File: src/rtl/network_interface.sv
// Local-port network interface: packetises PE requests towards router input 0 and buffers router output 0 for the PE.
// Define NETWORK_INTERFACE_STATS_EN to add 32-bit injection/ejection packet counters.
`ifndef X_NODES
`define X_NODES 3
`endif
`ifndef Y_NODES
`define Y_NODES 5
`endif

package network_interface_pkg;
    localparam int X_W    = (`X_NODES > 1) ? $clog2(`X_NODES) : 1;
    localparam int Y_W    = (`Y_NODES > 1) ? $clog2(`Y_NODES) : 1;
    localparam int DATA_W = 16;

    typedef struct packed {
        logic [X_W-1:0]    x_dest;
        logic [Y_W-1:0]    y_dest;
        logic [X_W-1:0]    x_source;
        logic [Y_W-1:0]    y_source;
        logic [DATA_W-1:0] data;
    } packet_t;
endpackage

// Circular-buffer FIFO; head reads as zero while empty so idle outputs stay clean.
module network_interface_fifo #(
    parameter int DEPTH = 4,
    parameter int WIDTH = 8
) (
    input  logic             clk,
    input  logic             reset_n,
    input  logic             push,
    input  logic [WIDTH-1:0] push_data,
    input  logic             pop,
    output logic [WIDTH-1:0] head,
    output logic             empty,
    output logic             full
);
    localparam int PTR_W = (DEPTH > 1) ? $clog2(DEPTH) : 1;

    logic [PTR_W-1:0] wr_ptr_reg;
    logic [PTR_W-1:0] rd_ptr_reg;
    logic [PTR_W:0]   count_reg;
    logic [WIDTH-1:0] mem [DEPTH];
    logic             do_push;
    logic             do_pop;

    assign empty   = (count_reg == '0);
    assign full    = (count_reg == (PTR_W+1)'(DEPTH));
    assign do_push = push && !full;
    assign do_pop  = pop && !empty;
    assign head    = empty ? '0 : mem[rd_ptr_reg];

    always_ff @(posedge clk or negedge reset_n) begin
        if (!reset_n) begin
            wr_ptr_reg <= '0;
            rd_ptr_reg <= '0;
            count_reg  <= '0;
        end else begin
            if (do_push) wr_ptr_reg <= wr_ptr_reg + 1'b1;
            if (do_pop)  rd_ptr_reg <= rd_ptr_reg + 1'b1;
            case ({do_push, do_pop})
                2'b10:   count_reg <= count_reg + 1'b1;
                2'b01:   count_reg <= count_reg - 1'b1;
                default: count_reg <= count_reg;
            endcase
        end
    end

    // Storage is not reset; the empty gate on head hides stale entries.
    always_ff @(posedge clk) begin
        if (do_push) mem[wr_ptr_reg] <= push_data;
    end
endmodule

module network_interface
    import network_interface_pkg::*;
#(
    parameter int X_LOC     = 0,
    parameter int Y_LOC     = 0,
    parameter int INJ_DEPTH = 4,
    parameter int EJ_DEPTH  = 4
) (
    input  logic              clk,
    input  logic              reset_n,
    input  logic              i_pe_req_val,
    input  logic [X_W-1:0]    i_pe_x_dest,
    input  logic [Y_W-1:0]    i_pe_y_dest,
    input  logic [DATA_W-1:0] i_pe_data,
    output logic              o_pe_req_rdy,
    output packet_t           o_net_data,
    output logic              o_net_data_val,
    input  logic              i_net_en,
    input  packet_t           i_net_data,
    input  logic              i_net_data_val,
    output logic              o_net_en,
    output packet_t           o_pe_resp,
    output logic              o_pe_resp_val,
    input  logic              i_pe_resp_rdy,
    output logic              o_err_bad_dest,
    output logic              o_err_misroute
`ifdef NETWORK_INTERFACE_STATS_EN
    ,
    output logic [31:0]       o_inj_count,
    output logic [31:0]       o_ej_count
`endif
);
    packet_t req_pkt;
    logic    dest_ok;
    logic    req_accept;
    logic    inj_push;
    logic    inj_pop;
    logic    inj_empty;
    logic    inj_full;
    logic    ej_push;
    logic    ej_pop;
    logic    ej_empty;
    logic    ej_full;
    logic    misrouted;
    logic    err_bad_dest_reg;
    logic    err_misroute_reg;

    assign dest_ok = (32'(i_pe_x_dest) < 32'(`X_NODES)) && (32'(i_pe_y_dest) < 32'(`Y_NODES));

    always_comb begin
        req_pkt          = '0;
        req_pkt.x_dest   = i_pe_x_dest;
        req_pkt.y_dest   = i_pe_y_dest;
        req_pkt.x_source = X_W'(X_LOC);
        req_pkt.y_source = Y_W'(Y_LOC);
        req_pkt.data     = i_pe_data;
    end

    // Ready and enable depend only on registered occupancy, never on a same-cycle pop.
    assign o_pe_req_rdy   = !inj_full;
    assign req_accept     = i_pe_req_val && !inj_full;
    assign inj_push       = req_accept && dest_ok;
    assign o_net_data_val = !inj_empty;
    assign inj_pop        = o_net_data_val && i_net_en;

    assign o_net_en      = !ej_full;
    assign ej_push       = i_net_data_val && o_net_en;
    assign o_pe_resp_val = !ej_empty;
    assign ej_pop        = o_pe_resp_val && i_pe_resp_rdy;
    assign misrouted     = (i_net_data.x_dest != X_W'(X_LOC)) || (i_net_data.y_dest != Y_W'(Y_LOC));

    network_interface_fifo #(
        .DEPTH (INJ_DEPTH),
        .WIDTH ($bits(packet_t))
    ) u_inj_fifo (
        .clk       (clk),
        .reset_n   (reset_n),
        .push      (inj_push),
        .push_data (req_pkt),
        .pop       (inj_pop),
        .head      (o_net_data),
        .empty     (inj_empty),
        .full      (inj_full)
    );

    network_interface_fifo #(
        .DEPTH (EJ_DEPTH),
        .WIDTH ($bits(packet_t))
    ) u_ej_fifo (
        .clk       (clk),
        .reset_n   (reset_n),
        .push      (ej_push),
        .push_data (i_net_data),
        .pop       (ej_pop),
        .head      (o_pe_resp),
        .empty     (ej_empty),
        .full      (ej_full)
    );

    always_ff @(posedge clk or negedge reset_n) begin
        if (!reset_n) begin
            err_bad_dest_reg <= 1'b0;
            err_misroute_reg <= 1'b0;
        end else begin
            if (req_accept && !dest_ok) err_bad_dest_reg <= 1'b1;
            if (ej_push && misrouted)   err_misroute_reg <= 1'b1;
        end
    end

    assign o_err_bad_dest = err_bad_dest_reg;
    assign o_err_misroute = err_misroute_reg;

`ifdef NETWORK_INTERFACE_STATS_EN
    logic [31:0] inj_count_reg;
    logic [31:0] ej_count_reg;

    always_ff @(posedge clk or negedge reset_n) begin
        if (!reset_n) begin
            inj_count_reg <= '0;
            ej_count_reg  <= '0;
        end else begin
            if (inj_pop) inj_count_reg <= inj_count_reg + 32'd1;
            if (ej_push) ej_count_reg  <= ej_count_reg + 32'd1;
        end
    end

    assign o_inj_count = inj_count_reg;
    assign o_ej_count  = ej_count_reg;
`endif

    // The router must honour o_net_en; a packet offered while full is lost.
    a_no_drop: assert property (@(posedge clk) disable iff (!reset_n) i_net_data_val |-> o_net_en);
endmodule

File: config.mk
export PLATFORM = sky130hd
export DESIGN_NAME = network_interface
export DESIGN_NICKNAME = d
export VERILOG_FILES = /design/src/rtl/network_interface.sv
export SDC_FILE = /design/constraint.sdc
export NUM_CORES = 1
export LEC_CHECK = 0
export CAP_MARGIN = 20
export CORE_ASPECT_RATIO = 1.5
export CORE_MARGIN = 8
export CORE_UTILIZATION = 50
export DETAILED_ROUTE_END_ITERATION = 10
export GPL_TIMING_DRIVEN = 0
export PLACE_DENSITY = 0.73
export REMOVE_ABC_BUFFERS = 1
export SETUP_SLACK_MARGIN = 0.3
export SYNTH_ARGS = -nofsm -noshare
export SYNTH_HDL_FRONTEND = slang
export SYNTH_HIERARCHICAL = 1
export SYNTH_SLANG_ARGS = --single-unit
File: constraint.sdc
create_clock -name clk -period 2.7 [get_ports clk]
set_input_delay 0.54 -clock clk [delete_from_list [all_inputs] [get_ports clk]]
set_output_delay 0.54 -clock clk [all_outputs]
set_load 0.02 [all_outputs]
# --- Yosys cells after proc, flatten, opt, wreduce, memory -nomap -nowiden ---
# Memory sizes are Yosys's and may differ from the RTL's.
# Index checks and enable logic that the tools add are counted.
classes:
  addsub: 8
  eq_ne: 6
  n_mux: 8
  reduce_logical: 24
  order_cmp: 2
op_table:
  columns: ["operator", "count"]
  rows:
  - ["26-bit 2-to-1 mux", 2]
  - ["1-bit logical AND", 12]
  - ["3-bit one-hot mux with 2 select lines", 2]
  - ["2-bit by 1-bit adder with 2-bit output (second input constant)", 4]
  - ["3-bit by 1-bit adder with 3-bit output (second input constant)", 2]
  - ["3-bit == test (second input constant)", 2]
  - ["3-bit logical NOT", 2]
  - ["2-bit nonzero test", 3]
  - ["3-bit by 1-bit subtractor with 3-bit output (second input constant)", 2]
  - ["1-bit logical NOT", 5]
  - ["2-bit by 1-bit == test with 1-bit output (second input constant)", 2]
  - ["2-bit == test (second input constant)", 2]
  - ["1-bit 2-to-1 mux", 4]
  - ["3-bit < comparator (second input constant)", 1]
  - ["3-bit nonzero test", 1]
  - ["2-bit < comparator (second input constant)", 1]
  - ["1-bit logical OR", 1]
word_totals:
  wordCells: 58
  n_memories: 2
  inputBits: 53
  ramBits: 188
  out_inout_bits: 58
  regBits: 16
memory_table:
  columns: ["name", "depth", "width", "rd", "rd_ports_with_merged_regs", "write_ports", "line", "text"]
  rows:
  - ["u_ej_fifo.mem", 4, 26, 1, 0, 1, "43", "logic [WIDTH-1:0] mem [DEPTH];"]
  - ["u_inj_fifo.mem", 4, 21, 1, 0, 1, "43", null]

# --- Depth between registers and ports, before layout ---
# Gate-level depths: netlist of run 1.
depth:
  ltp_word: 7
  depth_mapped: 10
  ltp_nobuf: 10

# --- Cells and area by module ---
# Netlist of run 1, hierarchy kept.
by_module_without_submodules:
  columns: ["module", "seq_area_each_um2", "cells_each", "instances", "area_each_um2"]
  rows:
  - ["network_interface_fifo", 3298.2, 203, 2, 4445.5]
  - ["network_interface", 50.0, 18, 1, 152.6]

# --- Worst setup path before layout of run 1 ---
# OpenSTA, ideal clock, no wires.
synth_timing:
  path_kind: "input port to flip-flop"
  from: "input i_pe_y_dest[1]"
  to: "memory u_inj_fifo/mem[0][0] in the netlist's numbering (enable)"
  t_required_ps: 2315
  n_path_buf: 0
  setup_slack_ps: 299
  cell_stages: 4
  setup_time_ps: 385
  arrival_time_ps: 2016
  cell_sequence: "o21a_1 -> a2111oi_2 -> nor2b_2 -> and2_1"
synth_via:
  elab_chain_cells: 6
synth_rtl:
  columns: ["element", "line", "text"]
  rows:
  - ["start, declared", "87", "input logic [Y_W-1:0] i_pe_y_dest,"]
  - ["3-bit < comparator", "122", "assign dest_ok = (32'(i_pe_x_dest) < 32'(`X_NODES)) && (32'(i_pe_y_dest) < 32'(`Y_NODES));"]
  - ["1-bit logical AND", "122", null]
  - ["1-bit logical AND", "136", "assign inj_push = req_accept && dest_ok;"]
  - ["via inj_push", "110", "logic inj_push;"]
  - ["1-bit logical AND", "49", "assign do_push = push && !full;"]
  - ["1-bit 2-to-1 mux", "71", "if (do_push) mem[wr_ptr_reg] <= push_data;"]
  - ["1-bit 2-to-1 mux (implied by the code)", "71", null]
  - ["end, declared", "43", null]
# The timed path passes the listed nets, and every way through them passes these cells.

==> run_results.csv, run 1 <==
group,metric,value,unit
outcome,outcome,"complete, no violations",
route,drtIter0Drc,214,
timing,period_share,0.942,
finish,finish.utilization,0.679,
route,drt_pass1_iterations,4,
placement,place_congestion,0.671,
worst_setup_path,worst_setup_path_end_kind,"output port",
route,routedWlPerCell,22.3,um
die,die_area,22700,um^2
global_route,grt_overflow,0,
timing,setup_tns,0,ns
route,dr_total_vias,4554,
synth,syn_area,9040,um^2
global_route,grt_first_pass_wirelength,29200,um
synth,synth_cells,424,
clocking,cts_tree,"yes",
placement,portBuffers,110,
clocking,numClockSinks,224,
finish,nets,680,
global_route,grt_busiest_layer,"met2",
timing,fin_skew,0.0128,ns
synth,yosysSeqAreaShare,0.735,
timing,max_freq,393,MHz
worst_setup_path,crit_buf_inv,3,
synth,synth_top_area_share,0.691,
global_route,track_usage,0.166,
finish,antennaDiodeCount,0,
timing,setup_viol,0,
timing,min_period,2.54,ns
timing,setup_ws,0.158,ns
global_route,use_met1,0.172,
placement,pre_cts_slack,-0.452,ns
synth,ys_ff_latch,224,
timing,rsz0062_at_grt,"yes",
global_route,grt_max_degree,27,
finish,layout-drive-gt1-share,0.410,
clocking,postCtsHoldBufs,0,
route,drc,0,
die,ios,111,
clocking,clkTransAtPathRegs,0.07,ns
clocking,cts_buffers,21,
min_path,min_path_type,"primary input to flop",
worst_setup_path,path_delay_family,"multiplexers",
die,initial_core_util,0.506,
clocking,cts-htree-levels,1,
worst_setup_path,worstPathArrival,2.00,ns
timing,finalHoldViolCount,0,
pwr,ir_drop,0.787,mV
die,die_y,181,um
die,rows,60,
synth,synthDistinctLibCells,28,
placement,dpl_cell_area,10700,um^2
worst_setup_path,crit_path_cell_trace,"buf_12, buf_16, mux4_2, nor2b_1, buf_4",
route,wl,18900,um
worst_setup_path,required,2.16,ns
synth,synth_area_leaders,"edfxtp_1 69%, mux4_2 13%, dfrtp_1 4.4%, nor2b_4 3.0%, nor2b_1 2.6%",
global_route,grt_pass1_vias,5170,
timing,worst_slew_pin_slew,0.774,ns
worst_setup_path,crit_type,"flop to output port",
worst_setup_path,regToRegSetupSlack,0.39,ns
worst_setup_path,timing.rr.start,"u_ej_fifo/count_reg[2]$_DFFE_PN0P_",
worst_setup_path,critPathSlowestCell,"mux4_2",
pwr,p_leak,4.48,nW
clocking,cts_buffer_depth,3,
worst_setup_path,r2r_end,"u_ej_fifo/mem[1][0]$_DFFE_PP_",
worst_setup_path,startpoint,"u_ej_fifo/rd_ptr_reg[0]$_DFFE_PN0P_",
global_route,met3_usage,0.0383,
clocking,cts-root-buf,"clkbuf_16",
worst_setup_path,cp_max_fo,6,
synth,synth.avg_cell_area,21.3,um^2
global_route,met2_usage,0.320,
synth,yosysWarnings,6,
timing,max-slew-margin-rel,0.483,
route,viasPerCell,5.38,
die,core_area,17900,um^2
pwr,p_total,14.4,mW
pwr,power.density,1180,nW/um^2
global_route,antenna_found_initial,0,
placement,dp_hpwl,11500,um
die,die_w,126,um
finish,area_growth,34.1,%
timing,maxSlewViolCount,0,
worst_setup_path,worstRegToRegCells,5,
route,ant_nets,0,
finish,top_regs,"u_ej_fifo/mem x104, u_inj_fifo/mem x104",
worst_setup_path,start_kind,"flop",
worst_setup_path,critical-path-max-stage-delay,0.48,ns
flow_run,drv_cap,0,
synth,synth_top_cell_by_area,"edfxtp_1",
min_path,min-delay-start,"i_pe_y_dest[0]",
min_path,hold_path_end,"u_inj_fifo/mem[2][21]$_DFFE_PP_",
clocking,clock_latency,0.50,ns
finish,final_area,12100,um^2
min_path,min_path_cells,1,
## routing by layer
layer / vias up / routed length (um)
li1: 2025 / -
met1: 2366 / 6640
met2: 132 / 10800
met3: 31 / 1070
met4: 0 / 434
met5: - / 0
## worst register-to-register path: cells and delay by family (launching register included)
family,cells,cell delay [ns]
buf+inv,1,0.24
flops,1,0.42
simple gates,4,1.35
## power breakdown
part	leakage, nW	total [mW]	internal (mW)	switching [mW]
Clock	0.298	2.67	1.45	1.22
Sequential	2.07	4.77	4.46	0.305
Combinational	2.11	6.92	3.86	3.06
Total	4.48	14.4	9.78	4.58
## cell usage in the layout (no fill, tap or decap), types with 3 or more instances in the layout
cell | netlist | final
and2_1 | 8 | 4
buf_12 | 2 | 8
buf_16 | 0 | 11
buf_2 | 12 | 3
buf_4 | 0 | 22
buf_6 | 2 | 58
buf_8 | 2 | 7
clkbuf_1 | 0 | 6
clkbuf_16 | 0 | 21
clkdlybuf4s50_1 | 0 | 51
clkinv_2 | 0 | 4
conb_1 | 1 | 20
dfrtp_1 | 16 | 9
dfrtp_2 | 0 | 5
dlymetal6s2s_1 | 0 | 3
edfxtp_1 | 208 | 208
ha_1 | 10 | 10
inv_1 | 17 | 17
mux4_2 | 52 | 52
nor2_1 | 4 | 4
nor2b_1 | 37 | 10
nor2b_4 | 20 | 47
xnor2_1 | 4 | 4
xor2_1 | 8 | 8
## kinds of logic after synthesis
logic type,synth area share
fa+ha+maj,0.0183
xor+xnor,0.0116
compound gates,0.00457
flops,0.735
simple gates,0.0721
buf+inv,0.0239
mux,0.134
other cells,0.000415
## stage by stage
stage               cells  hold slack, ns
finish                847           0.367
global route          847           0.362
CTS                   840           0.506
detailed placement    770           0.488
global placement      752           0.470
floorplan             425           0.244
## repair_timing
| action | 4_1_cts | 5_1_grt |
|---|---|---|
| endpoints found under the setup margin | 164 | 125 |
| cloned | 7 | 0 |
| pin swaps | 2 | 3 |
| resized for setup | 313 | 91 |
| setup buffers | 25 | 7 |
## cells in the mapped netlist
| library cell | number |
|---|---|
| a2111oi_2 | 1 |
| a2bb2oi_1 | 1 |
| a311o_1 | 1 |
| and2_1 | 8 |
| and4b_1 | 1 |
| buf_12 | 2 |
| buf_2 | 12 |
| buf_6 | 2 |
| buf_8 | 2 |
| conb_1 | 1 |
| dfrtp_1 | 16 |
| edfxtp_1 | 208 |
| fa_1 | 2 |
| ha_1 | 10 |
| inv_1 | 17 |
| mux2_1 | 2 |
| mux2i_1 | 2 |
| mux4_2 | 52 |
| nand2_1 | 2 |
| nor2_1 | 4 |
| nor2b_1 | 37 |
| nor2b_2 | 2 |
| nor2b_4 | 20 |
| nor3_1 | 4 |
| nor3b_2 | 2 |
| o21a_1 | 1 |
| xnor2_1 | 4 |
| xor2_1 | 8 |
## area by class of cell
class	count	area, um^2
clock inverter	11	68.8
multi-input combinational	184	2510
inverter	17	63.8
clock buffer	27	548
timing repair buffer	167	2000
sequential	224	6660
tap	217	272
fill	1139	5740
## worst max-delay path by stage
stage                                                     end  slack [ns]  cells after the start
after floorplan           u_inj_fifo/count_reg[2]$_DFFE_PN0P_       -2.08                      9
after detailed placement       u_inj_fifo/mem[3][7]$_DFFE_PP_       -0.45                      6
final                                           o_pe_resp[13]        0.16                      5
after CTS                                       o_net_data[3]        0.11                      5
after global placement    u_inj_fifo/count_reg[2]$_DFFE_PN0P_       -3.82                      9
after global routing                            o_pe_resp[13]         0.1                      5
Power figures use the tool's default switching activity.
==> run 2: changes to the inputs <==
- HOLD_SLACK_MARGIN: unset -> 0.02
- SLEW_MARGIN: unset -> 10
==> run 2 against run 1 <==
  * Global-route usage decreased by 0.29 points
  * First-iteration DRC count increased by 9.8%
  * Register-to-register slack about the same
  * Critical endpoint is now o_pe_resp[3]
  * Largest cell class unchanged
  * Largest power group unchanged
==> run_results.csv, run 2 (synthesis gave the netlist of run 1 again) <==
group,metric,value,unit
global_route,track_usage,0.163,
die,die_area,22700,um^2
timing,min_period,2.57,ns
worst_setup_path,r2r_end,"u_ej_fifo/count_reg[2]$_DFFE_PN0P_",
worst_setup_path,regToRegSetupSlack,0.38,ns
worst_setup_path,worstPathArrival,2.03,ns
die,initial_core_util,0.506,
finish,finish.utilization,0.671,
pwr,p_total,14.3,mW
global_route,grt_pass1_vias,5171,
worst_setup_path,cp_max_fo,6,
worst_setup_path,crit_path_end,"o_pe_resp[3]",
die,die_w,126,um
clocking,clkTransAtPathRegs,0.06,ns
clocking,cts-htree-levels,1,
die,ios,111,
timing,finalHoldViolCount,0,
pwr,power.density,1190,nW/um^2
worst_setup_path,timing.rr.start,"u_ej_fifo/count_reg[0]$_DFFE_PN0P_",
die,core_area,17900,um^2
route,drc,0,
clocking,cts_buffers,21,
finish,nFillCells,1148,
worst_setup_path,start_kind,"flop",
global_route,grt_max_degree,28,
global_route,grt_overflow,0,
route,wl,18500,um
clocking,postCtsHoldBufs,0,
route,dr_total_vias,4473,
worst_setup_path,worstRegToRegCells,10,
timing,rsz0062_at_grt,"yes",
die,rows,60,
placement,portBuffers,110,
flow_run,drv_cap,0,
finish,nets,673,
min_path,min_path_type,"primary input to flop",
route,ant_nets,0,
finish,final_common_cell,"edfxtp_1",
pwr,p_leak,4.44,nW
timing,max-slew-margin-rel,0.484,
global_route,antenna_found_initial,1,
timing,setup_ws,0.128,ns
finish,layout_common_cells,"208 x edfxtp_1, 56 x buf_6, 52 x mux4_2, 51 x nor2b_4, 50 x clkdlybuf4s50_1",
pwr,ir_drop,0.658,mV
placement,dp.cells,762,
placement,place_congestion,0.671,
clocking,cts-root-buf,"clkbuf_16",
worst_setup_path,crit_type,"flop to output port",
finish,area_growth,32.7,%
die,die_y,181,um
placement,dp_hpwl,10800,um
finish,layout-drive-gt1-share,0.418,
worst_setup_path,startpoint,"u_ej_fifo/rd_ptr_reg[0]$_DFFE_PN0P_",
route,viasPerCell,5.33,
finish,fin_cells,840,
worst_setup_path,worst_setup_path_end_kind,"output port",
clocking,cts_tree,"yes",
clocking,clock_latency,0.49,ns
placement,pre_cts_slack,-0.346,ns
outcome,outcome,"complete, no violations",
route,drt_pass1_iterations,4,
timing,period_share,0.953,
clocking,cts_buffer_depth,3,
timing,worst_slew_pin_slew,0.772,ns
route,routedWlPerCell,22.0,um
timing,setup_tns,0,ns
global_route,grt_first_pass_wirelength,28700,um
worst_setup_path,required,2.16,ns
timing,fin_skew,0.00935,ns
finish,top_regs,"u_ej_fifo/mem x104, u_inj_fifo/mem x104",
route,drtIter0Drc,235,
timing,setup_viol,0,
timing,maxSlewViolCount,0,
timing,max_freq,389,MHz
clocking,numClockSinks,224,
## run 2: cell types whose count changed in the layout (fill, tap and decap cells not counted), sizes merged
cell	before	now
buf	109	103
bufbuf	1	0
bufinv	0	1
clkbuf	28	30
clkdlybuf4s50	51	50
clkinv	7	5
clkinvlp	2	1
diode	0	1
dlymetal6s2s	3	4
inv	19	18
## run 2: metrics by stage
stage / cell area, um^2 / hold slack (ns)
2_1_floorplan: 8960 / 0.244
3_3_place_gp: 10300 / 0.470
3_5_place_dp: 10500 / 0.499
4_1_cts: 11700 / 0.511
5_1_grt: 12000 / 0.362
6_report: 12000 / 0.371
## run 2: per-layer routing
layer / global-route usage / vias to the layer above / wire [um]
met2: 0.310 / 151 / 10500
met5: 0 / - / 0
met3: 0.0348 / 31 / 989
met4: 0.0469 / 0 / 373
met1: 0.176 / 2289 / 6610
li1: - / 2002 / -
## run 2: how the worst min path moves through the flow
stage | start | endpoint | slack [ns] | cells past startpoint
floorplan | reset_n | o_err_bad_dest$_DFFE_PN0P_ | 0.24 | 0
global placement | u_inj_fifo/count_reg[2]$_DFFE_PN0P_ | u_inj_fifo/count_reg[2]$_DFFE_PN0P_ | 0.47 | 1
detailed placement | o_err_bad_dest$_DFFE_PN0P_ | o_err_bad_dest$_DFFE_PN0P_ | 0.50 | 1
CTS | reset_n | u_ej_fifo/rd_ptr_reg[1]$_DFFE_PN0P_ | 0.51 | 1
global route | i_pe_y_dest[2] | u_inj_fifo/mem[2][23]$_DFFE_PP_ | 0.36 | 1
finish | i_pe_y_dest[0] | u_inj_fifo/mem[3][21]$_DFFE_PP_ | 0.37 | 1
## run 2: timing repair
| action | in CTS | in global routing |
|---|---|---|
| pin swaps | 2 | 7 |
| cloned | 6 | 0 |
| setup endpoints to repair | 164 | 251 |
| buffers inserted | 24 | 10 |
| hold endpoints to repair | 0 | 0 |
| gates resized for setup | 354 | 52 |
## run 2: layout make-up
cell class | count | area, um^2 | share of cell area
clock inverters | 8 | 73.8 | 0.00615
clock buffers | 29 | 576 | 0.0480
well taps | 217 | 272 | 0.0226
repair buffers | 160 | 1800 | 0.150
multi-input cells | 184 | 2550 | 0.212
inverters | 17 | 63.8 | 0.00532
diodes | 1 | 2.50 | 0.000209
flip-flops and latches | 224 | 6660 | 0.555
## run 2: power breakdown
part / switching, mW / internal (mW) / total (mW) / leakage (nW)
combinational: 2.97 / 3.73 / 6.70 / 2.06
clock: 1.18 / 1.59 / 2.77 / 0.316
sequential: 0.367 / 4.47 / 4.84 / 2.07
total: 4.51 / 9.79 / 14.3 / 4.44
## run 2: worst max-delay path, stage by stage, from the launching register on
cell and delay, ns:
dfrtp_2 0.43, buf_6 0.12, buf_12 0.12, buf_16 0.14, mux4_2 0.45, nor2b_4 0.15
buf_6 0.12
